### src/rtl/lab7_io_slave.sv
// Avalon-MM I/O slave for the lab board: LED register, synchronized switches,
// debounced push buttons with press-edge capture and a maskable level interrupt.
module lab7_io_slave #(
    parameter int DEBOUNCE_CYCLES = 50000
) (
    input  logic        clk_clk,
    input  logic        reset_reset_n,
    input  logic [2:0]  avs_address,
    input  logic        avs_read,
    input  logic        avs_write,
    input  logic [31:0] avs_writedata,
    output logic [31:0] avs_readdata,
    output logic        avs_readdatavalid,
    output logic        avs_irq,
    output logic [7:0]  led_wire_export,
    input  logic [7:0]  switch_export,
    input  logic [3:0]  buttons_export
);

    localparam logic [15:0] CNT_LAST = 16'(DEBOUNCE_CYCLES - 1);

    logic [7:0]  sw_meta_q, sw_meta_d, sw_sync_q, sw_sync_d;
    logic [3:0]  btn_meta_q, btn_meta_d, btn_sync_q, btn_sync_d;
    logic [3:0]  btn_db_q, btn_db_d, press;
    logic [15:0] cnt_q [4];
    logic [15:0] cnt_d [4];
    logic [7:0]  led_q, led_d;
    logic [3:0]  mask_q, mask_d, edg_q, edg_d, clr;
    logic [31:0] rdata_q, rdata_d, reg_mux;
    logic        rvalid_q, rvalid_d, irq_q, irq_d;
    logic        unused_wdata;

    assign unused_wdata = ^avs_writedata[31:8];

    // Raw button levels are active-low; btn_db_q holds the debounced raw level.
    always_comb begin
        sw_meta_d  = switch_export;
        sw_sync_d  = sw_meta_q;
        btn_meta_d = buttons_export;
        btn_sync_d = btn_meta_q;
        btn_db_d   = btn_db_q;
        press      = '0;
        for (int i = 0; i < 4; i++) begin
            cnt_d[i] = '0;
            if (btn_sync_q[i] != btn_db_q[i]) begin
                if (cnt_q[i] == CNT_LAST) begin
                    btn_db_d[i] = btn_sync_q[i];
                    press[i]    = ~btn_sync_q[i];
                end else begin
                    cnt_d[i] = cnt_q[i] + 16'd1;
                end
            end
        end
    end

    always_comb begin
        led_d  = led_q;
        mask_d = mask_q;
        clr    = '0;
        if (avs_write) begin
            case (avs_address)
                3'd0:    led_d  = avs_writedata[7:0];
                3'd3:    clr    = avs_writedata[3:0];
                3'd4:    mask_d = avs_writedata[3:0];
                default: ;
            endcase
        end
        // A press arriving with a clear of the same bit keeps the bit set.
        edg_d = (edg_q & ~clr) | press;
        irq_d = |(edg_q & mask_q);

        reg_mux = '0;
        case (avs_address)
            3'd0:    reg_mux = {24'd0, led_q};
            3'd1:    reg_mux = {24'd0, sw_sync_q};
            3'd2:    reg_mux = {28'd0, ~btn_db_q};
            3'd3:    reg_mux = {28'd0, edg_q};
            3'd4:    reg_mux = {28'd0, mask_q};
            default: reg_mux = '0;
        endcase
        rdata_d  = avs_read ? reg_mux : rdata_q;
        rvalid_d = avs_read;
    end

    always_ff @(posedge clk_clk) begin
        if (!reset_reset_n) begin
            sw_meta_q  <= '0;
            sw_sync_q  <= '0;
            btn_meta_q <= '1;
            btn_sync_q <= '1;
            btn_db_q   <= '1;
            for (int i = 0; i < 4; i++) cnt_q[i] <= '0;
            led_q      <= '0;
            mask_q     <= '0;
            edg_q      <= '0;
            irq_q      <= 1'b0;
            rdata_q    <= '0;
            rvalid_q   <= 1'b0;
        end else begin
            sw_meta_q  <= sw_meta_d;
            sw_sync_q  <= sw_sync_d;
            btn_meta_q <= btn_meta_d;
            btn_sync_q <= btn_sync_d;
            btn_db_q   <= btn_db_d;
            for (int i = 0; i < 4; i++) cnt_q[i] <= cnt_d[i];
            led_q      <= led_d;
            mask_q     <= mask_d;
            edg_q      <= edg_d;
            irq_q      <= irq_d;
            rdata_q    <= rdata_d;
            rvalid_q   <= rvalid_d;
        end
    end

    // A reset arriving while a read response is on the bus cancels that response.
    assign avs_readdatavalid = rvalid_q & reset_reset_n;
    assign avs_readdata      = rdata_q;
    assign avs_irq           = irq_q;
    assign led_wire_export   = led_q;

endmodule

### config.mk
export PLATFORM = sky130hd
export DESIGN_NAME = lab7_io_slave
export DESIGN_NICKNAME = d
export VERILOG_FILES = /design/src/rtl/lab7_io_slave.sv
export SDC_FILE = /design/constraint.sdc
export NUM_CORES = 1
export LEC_CHECK = 0
export CORE_ASPECT_RATIO = 1.4
export CORE_UTILIZATION = 56
export CTS_CLUSTER_SIZE = 40
export DETAILED_ROUTE_END_ITERATION = 6
export PLACE_DENSITY_LB_ADDON = 0.15
export SETUP_SLACK_MARGIN = 0.3
export SLEW_MARGIN = 20
export SYNTH_ARGS = -nofsm -noshare
export SYNTH_HDL_FRONTEND = slang
export SYNTH_SLANG_ARGS = --single-unit
### constraint.sdc
create_clock -name clk_clk -period 5 [get_ports clk_clk]
set_input_delay 0.75 -clock clk_clk [delete_from_list [all_inputs] [get_ports clk_clk]]
set_output_delay 0.75 -clock clk_clk [all_outputs]
set_load 0.02 [all_outputs]
==> run metrics, run 1 <==
status=completed; sequential area share after synthesis=0.457; Worst-Skew Late Latency=0.41 ns; Synth async-reset ratio=0; startpoint types=input port; row count=slightly above 40; Int Pwr=~1800 uW; antenna diode count=0; CTS clock-pin slew for the worst setup and hold paths=0.05 ns; Hold Path Origin=btn_meta_q[3]; TritonCTS clock tree=done; die width=about 83 um; Synth-to-Final Area Change=19.4%; CTS Buf Count=17; WP data required=5.32 ns; hold_buf cts=0; Root Buffer=clkbuf_16; post-CTS setup buffers=0; Wirelength per Cell=13.0 um; Worst Tran Pin Value=0.883 ns; Peak supply drop=0.000282 V; setup TNS=0 ns; Sw Share=0.198; Gate Count Post-Synth=approximately 570; static leakage=0.00207 uW; crit path capture type=flop; Avg Cell Area, Syn=roughly 9 um^2; final setup vio count=0; Yosys cell types=47; all-layer global routing usage=0.208; Tmin final=2.48 ns; starting density of the core=0.575; max_cap viols=0; Sink Count=118; max frequency=0.402 GHz; pin count of the biggest net entering global routing=64; Critical Path Source=avs_address[0]; htree depth=4; final wirelength=9.49 mm; Cell Area, Synth=5170 um^2; clk_skew=just over 0.007 ns; PwrDens=370 nW/um^2; Hold Crit Class=reg2reg; Post-CTS Resized=0; fin nets=667; CP Max Fanout=20; Overflow after GRT=0; final hold viol count=0; PortBufs=44; arrival time worst endpoint=about 2.8 ns; drt pass-1 iters=4; ANT nets after route=0; initial antenna violation count=0; relative slew slack=0.410; ys flop type=dfxtp_1; drc violations=0; Die Area=9620 um^2; Final Max Slew Viols=0; die height=116 um; vias in the first global route=3575; NetSw=451 uW; DRT iter0 DRCs=199; period utilization=0.497; via count=3864; drt via density=5.29; Reg power frac=0.421; Gate power share=0.039; Post-synth EDFFs=0; Max Buffers Root-to-Sink=2; num ports=93; core area=between 8000 and 9000 um^2; CP Class=in2reg; RR Startpoint=cnt_q[3][10]; Synth Warn #=0; share of cells above drive strength 1=0.0721; Layout fillers=722; detailed placer's ending HPWL=6.35 mm; RSZ-0062 raised after global routing=no; Final Power=2280 uW; synthesized flop and latch total=118; Clk pwr share=0.541; first-pass GRT wire length=16.0 mm; RD Place Congestion=approximately 0.85
==> final timing paths <==
kind | slack, ns | cells after the start | endpoint
max | 2.52 | 4 | led_wire_export[2]
min | 0.42 | 1 | btn_sync_q[3]
max reg2reg | 3.12 | 4 | btn_db_q[3]
min reg2reg | 0.42 | 1 | btn_sync_q[3]
==> logic make-up after synthesis <==
family | share of synthesized area
adders and majority gates | 0.00969
AOI/OAI and AO/OA | 0.0593
buffers and inverters | 0.0685
muxes | 0.0254
DFF | 0.457
xor gates and xnor gates | 0.102
and+or+nand+nor | 0.277
other | 0.000726
==> synthesized netlist by cell type, types with 3 or more instances <==
| cell type | number | area, um^2 |
|---|---|---|
| ha_1 | 4 | 50.1 |
| and3_1 | 4 | 25.0 |
| a31oi_1 | 4 | 25.0 |
| a21oi_1 | 4 | 20.0 |
| nor2_1 | 87 | 327 |
| o21a_1 | 6 | 45.0 |
| o31a_1 | 3 | 26.3 |
| nor3b_2 | 3 | 37.5 |
| xnor2_1 | 49 | 429 |
| inv_1 | 20 | 75.1 |
| nor3_1 | 12 | 60.1 |
| nand3_4 | 3 | 52.6 |
| o22ai_1 | 7 | 43.8 |
| nand2b_1 | 9 | 56.3 |
| buf_4 | 24 | 180 |
| nand4b_1 | 4 | 35.0 |
| and2_1 | 23 | 144 |
| nand4_1 | 16 | 100 |
| or4_4 | 3 | 33.8 |
| o21ai_0 | 3 | 15.0 |
| nor4_1 | 17 | 106 |
| nand3_1 | 22 | 110 |
| nand3b_1 | 3 | 22.5 |
| mux2i_1 | 12 | 120 |
| nand2_1 | 37 | 139 |
| dfxtp_1 | 118 | 2360 |
| and3b_1 | 3 | 26.3 |
| a21boi_0 | 13 | 97.6 |
| xor2_1 | 11 | 96.3 |
| clkbuf_1 | 13 | 48.8 |
| nor2b_1 | 10 | 62.6 |
==> state kept, by name (all words and copies together) (netlist names) <==
signal and flops:
btn_meta_q 4, avs_irq 1, mask_q 4, led_wire_export 8, btn_sync_q 4, edg_q 4, cnt_q 64, sw_sync_q 8
rvalid_q 1, sw_meta_q 8, btn_db_q 4, avs_readdata 8
==> through the flow <==
stage | cell area (um^2) | setup WS (ns) | hold slack (ns) | util | cells
finish | 6170 | 2.52 | 0.415 | 0.687 | 731
global route | 6170 | 2.25 | 0.431 | 0.687 | 731
CTS | 6170 | 2.41 | 0.422 | 0.687 | 731
detailed placement | 5550 | 2.01 | 0.409 | 0.618 | 700
global placement | 5550 | 2.14 | 0.398 | 0.618 | 700
floorplan | 5250 | 2.75 | 0.386 | - | 590
==> metal layers <==
metal	vias to the layer above	track usage	routed length [um]
li1	1959	-	-
met1	1803	0.245	4210
met2	89	0.357	4800
met3	13	0.0613	364
met4	0	0.0862	115
met5	-	0	0
==> cells in the final DEF (no fill, tap or decap), types with 16 or more instances in the layout <==
cell             Yosys  final
and2_1              23     23
conb_1               1     24
nor4_1              17     17
nand2_1             37     37
nand3_1             22     22
clkdlybuf4s50_1      0     43
nor2_1              87     87
clkbuf_16            0     17
dfxtp_1            118    118
nand4_1             16     16
inv_1               20     20
xnor2_1             49     49
==> worst max-delay path, stage by stage <==
cell and delay [ns]:
clkdlybuf4s50_1 0.83, nor4b_2 0.94, nand2_1 0.11, a21boi_0 0.19
==> layout make-up <==
cell class	instances	area, um^2	area share
sequential	118	2360	0.383
multi-input combinational	410	2540	0.411
clock inverter	9	123	0.0199
tap	107	134	0.0217
clock buffer	22	494	0.0801
inverter	20	75.1	0.0122
timing repair buffer	45	443	0.0718
==> power groups by stage <==
stage	sequential [uW]	combinational, uW	clock, uW
2_1_floorplan	980	69.5	0
4_1_cts	960	89.1	1260
6_report	960	88.4	1230
5_1_grt	960	96.7	1300
3_3_place_gp	979	88.1	0
3_5_place_dp	979	88.6	0
Power figures use the tool's default switching activity.
==> inputs of run 2 (changes only) <==
- CORE_UTILIZATION: 56 -> 52
- clock period: 5 -> 2.3 ns (I/O delays scaled with it)
==> run 2 against run 1 <==
Clock skew grew 0.0022 ns. Setup slack got worse by 2.1 ns. Hold slack worse by 0.026 ns. First-iteration DRC count decreased by 38%. Largest cell class unchanged. Largest power group unchanged. Highest routed layer unchanged.
==> run metrics, run 2 (synthesis gave the netlist of run 1 again) <==
Synth-to-Final Area Change=20.6%; Root Buffer=clkbuf_16; commonest non-fill, non-tap cell in the layout=dfxtp_1; Crit path largest cell delay=0.66 ns; worst setup margin=0.429 ns; CTS Buf Count=17; row count=42; die width=86.2 um; Worst-Skew Late Latency=roughly 0.41 ns; Wirelength per Cell=12.4 um; max frequency=about 0.53 GHz; final wirelength=9.49 mm; RSZ-0062 raised after global routing=no; final hold viol count=0; drt pass-1 iters=4; R2R setup slack=0.43 ns; CP Depth=5; crit path cell chain=ha_1 -> nand3_1 -> or4_4 -> nand3_4 -> nor2_1; RR Startpoint=cnt_q[3][0]; Peak supply drop=around 0.00059 V; share of cells above drive strength 1=0.0824; CP Max Fanout=15; drc violations=0; Reg area=2360 um^2; WP data required=2.59 ns; PwrDens=just under 800 nW/um^2; clk_skew=0.00929 ns; Largest register FFs=64; pin count of the biggest net entering global routing=between 40 and 50; htree depth=4; first-pass GRT wire length=16.3 mm; period utilization=0.814; Critical Path Source=cnt_q[3][0]; Layout fillers=between 800 and 900; detailed placer's ending HPWL=6.47 mm; Hold Crit Class=in2reg; Tmin final=between 1.5 and 2 ns; setup TNS=0 ns; Die Area=slightly above 10000 um^2; max_cap viols=0; initial antenna violation count=0; die height=120 um; antenna diode count=0; startpoint types=flop; fin nets=roughly 670; via count=3835; arrival time worst endpoint=2.16 ns; core area=9560 um^2; starting density of the core=0.540; Worst path slowest cell=or4_4; TritonCTS clock tree=done; Max Buffers Root-to-Sink=2; Final Max Slew Viols=0; drt via density=roughly 5.0; DRT iter0 DRCs=123; RD Place Congestion=0.824; all-layer global routing usage=0.200; multi-input combinational cell area=~2500 um^2; crit path buf inv count=0; crit path capture type=flop; CTS clock-pin slew for the worst setup and hold paths=~0.050 ns; ANT nets after route=0; Sink Count=118; static leakage=0.00209 uW; most flop-heavy register=cnt_q; Overflow after GRT=0; Hold Path Depth=3; reg2reg path depth=5; Post-Place Worst Slack=0.302 ns; final setup vio count=0; Hold Path Origin=reset_reset_n; final cell count without fillers=between 700 and 800; CP Class=reg2reg; delay-heaviest family, CP=simple AND/OR/NAND/NOR gates; commonest cells after routing, fill and taps aside=dfxtp_1, nor2_1, xnor2_1, clkdlybuf4s50_1, nand2_1; vias in the first global route=roughly 3700; status=completed; num ports=93; PortBufs=44; Placed Cells=731
-- run 2: cell count changes in the layout (fill, tap and decap cells not counted) --
cell	before	now
clkinv_2	5	4
a41o_1	1	0
clkbuf_8	5	1
buf_4	1	7
inv_6	0	1
nand3_2	0	1
a41o_2	0	1
nand3_1	22	21
clkbuf_1	0	2
clkinv_4	0	3
-- run 2: layout make-up --
class,count,share of cell area
Clock buffer,20,0.0717
Timing Repair Buffer,51,0.0783
Inverter,20,0.0120
Tap cell,132,0.0265
Clock inverter,12,0.0245
Sequential cell,118,0.379
Multi-Input combinational cell,410,0.408
-- run 2: what timing repair did --
item / 4_1_cts / 5_1_grt
buffers inserted: 0 / 0
resized for setup: 0 / 2
endpoints found under the setup margin: 0 / 30
hold buffers: 0 / 0
-- run 2: worst reg2reg max path, cell delays in order (launching register included) --
cell	delay, ns
dfxtp_1	0.37
ha_1	0.20
nand3_1	0.25
or4_4	0.66
nand3_4	0.20
nor2_1	0.08
-- run 2: final timing paths --
kind	end
worst max register to register	cnt_q[3][11]
worst min register to register	btn_sync_q[0]
worst min-delay path	btn_sync_q[1]
worst max-delay path	cnt_q[3][11]
-- run 2: layer usage --
layer / global-route usage / up-vias / part of all wire
met3: 0.0619 / 8 / 0.034
met1: 0.229 / 1788 / 0.45
met2: 0.336 / 63 / 0.50
met4: 0.0969 / 0 / 0.016
li1: - / 1976 / -
met5: 0 / - / 0
-- run 2: power breakdown --
part           internal (uW)  switching [uW]
registers               2070            12.2
clock network           1730             912
logic                   85.1             114
total                   3890            1040
-- run 2: per-stage QoR --
stage / hold WS, ns / power, uW / util / instance area [um^2]
CTS: 0.375 / 4980 / 0.651 / 6230
global placement: 0.392 / 2330 / 0.588 / 5630
floorplan: 0.386 / 2280 / - / 5250
detailed placement: 0.391 / 2330 / 0.588 / 5630
global route: 0.390 / 5080 / 0.652 / 6230
finish: 0.389 / 4930 / 0.652 / 6230
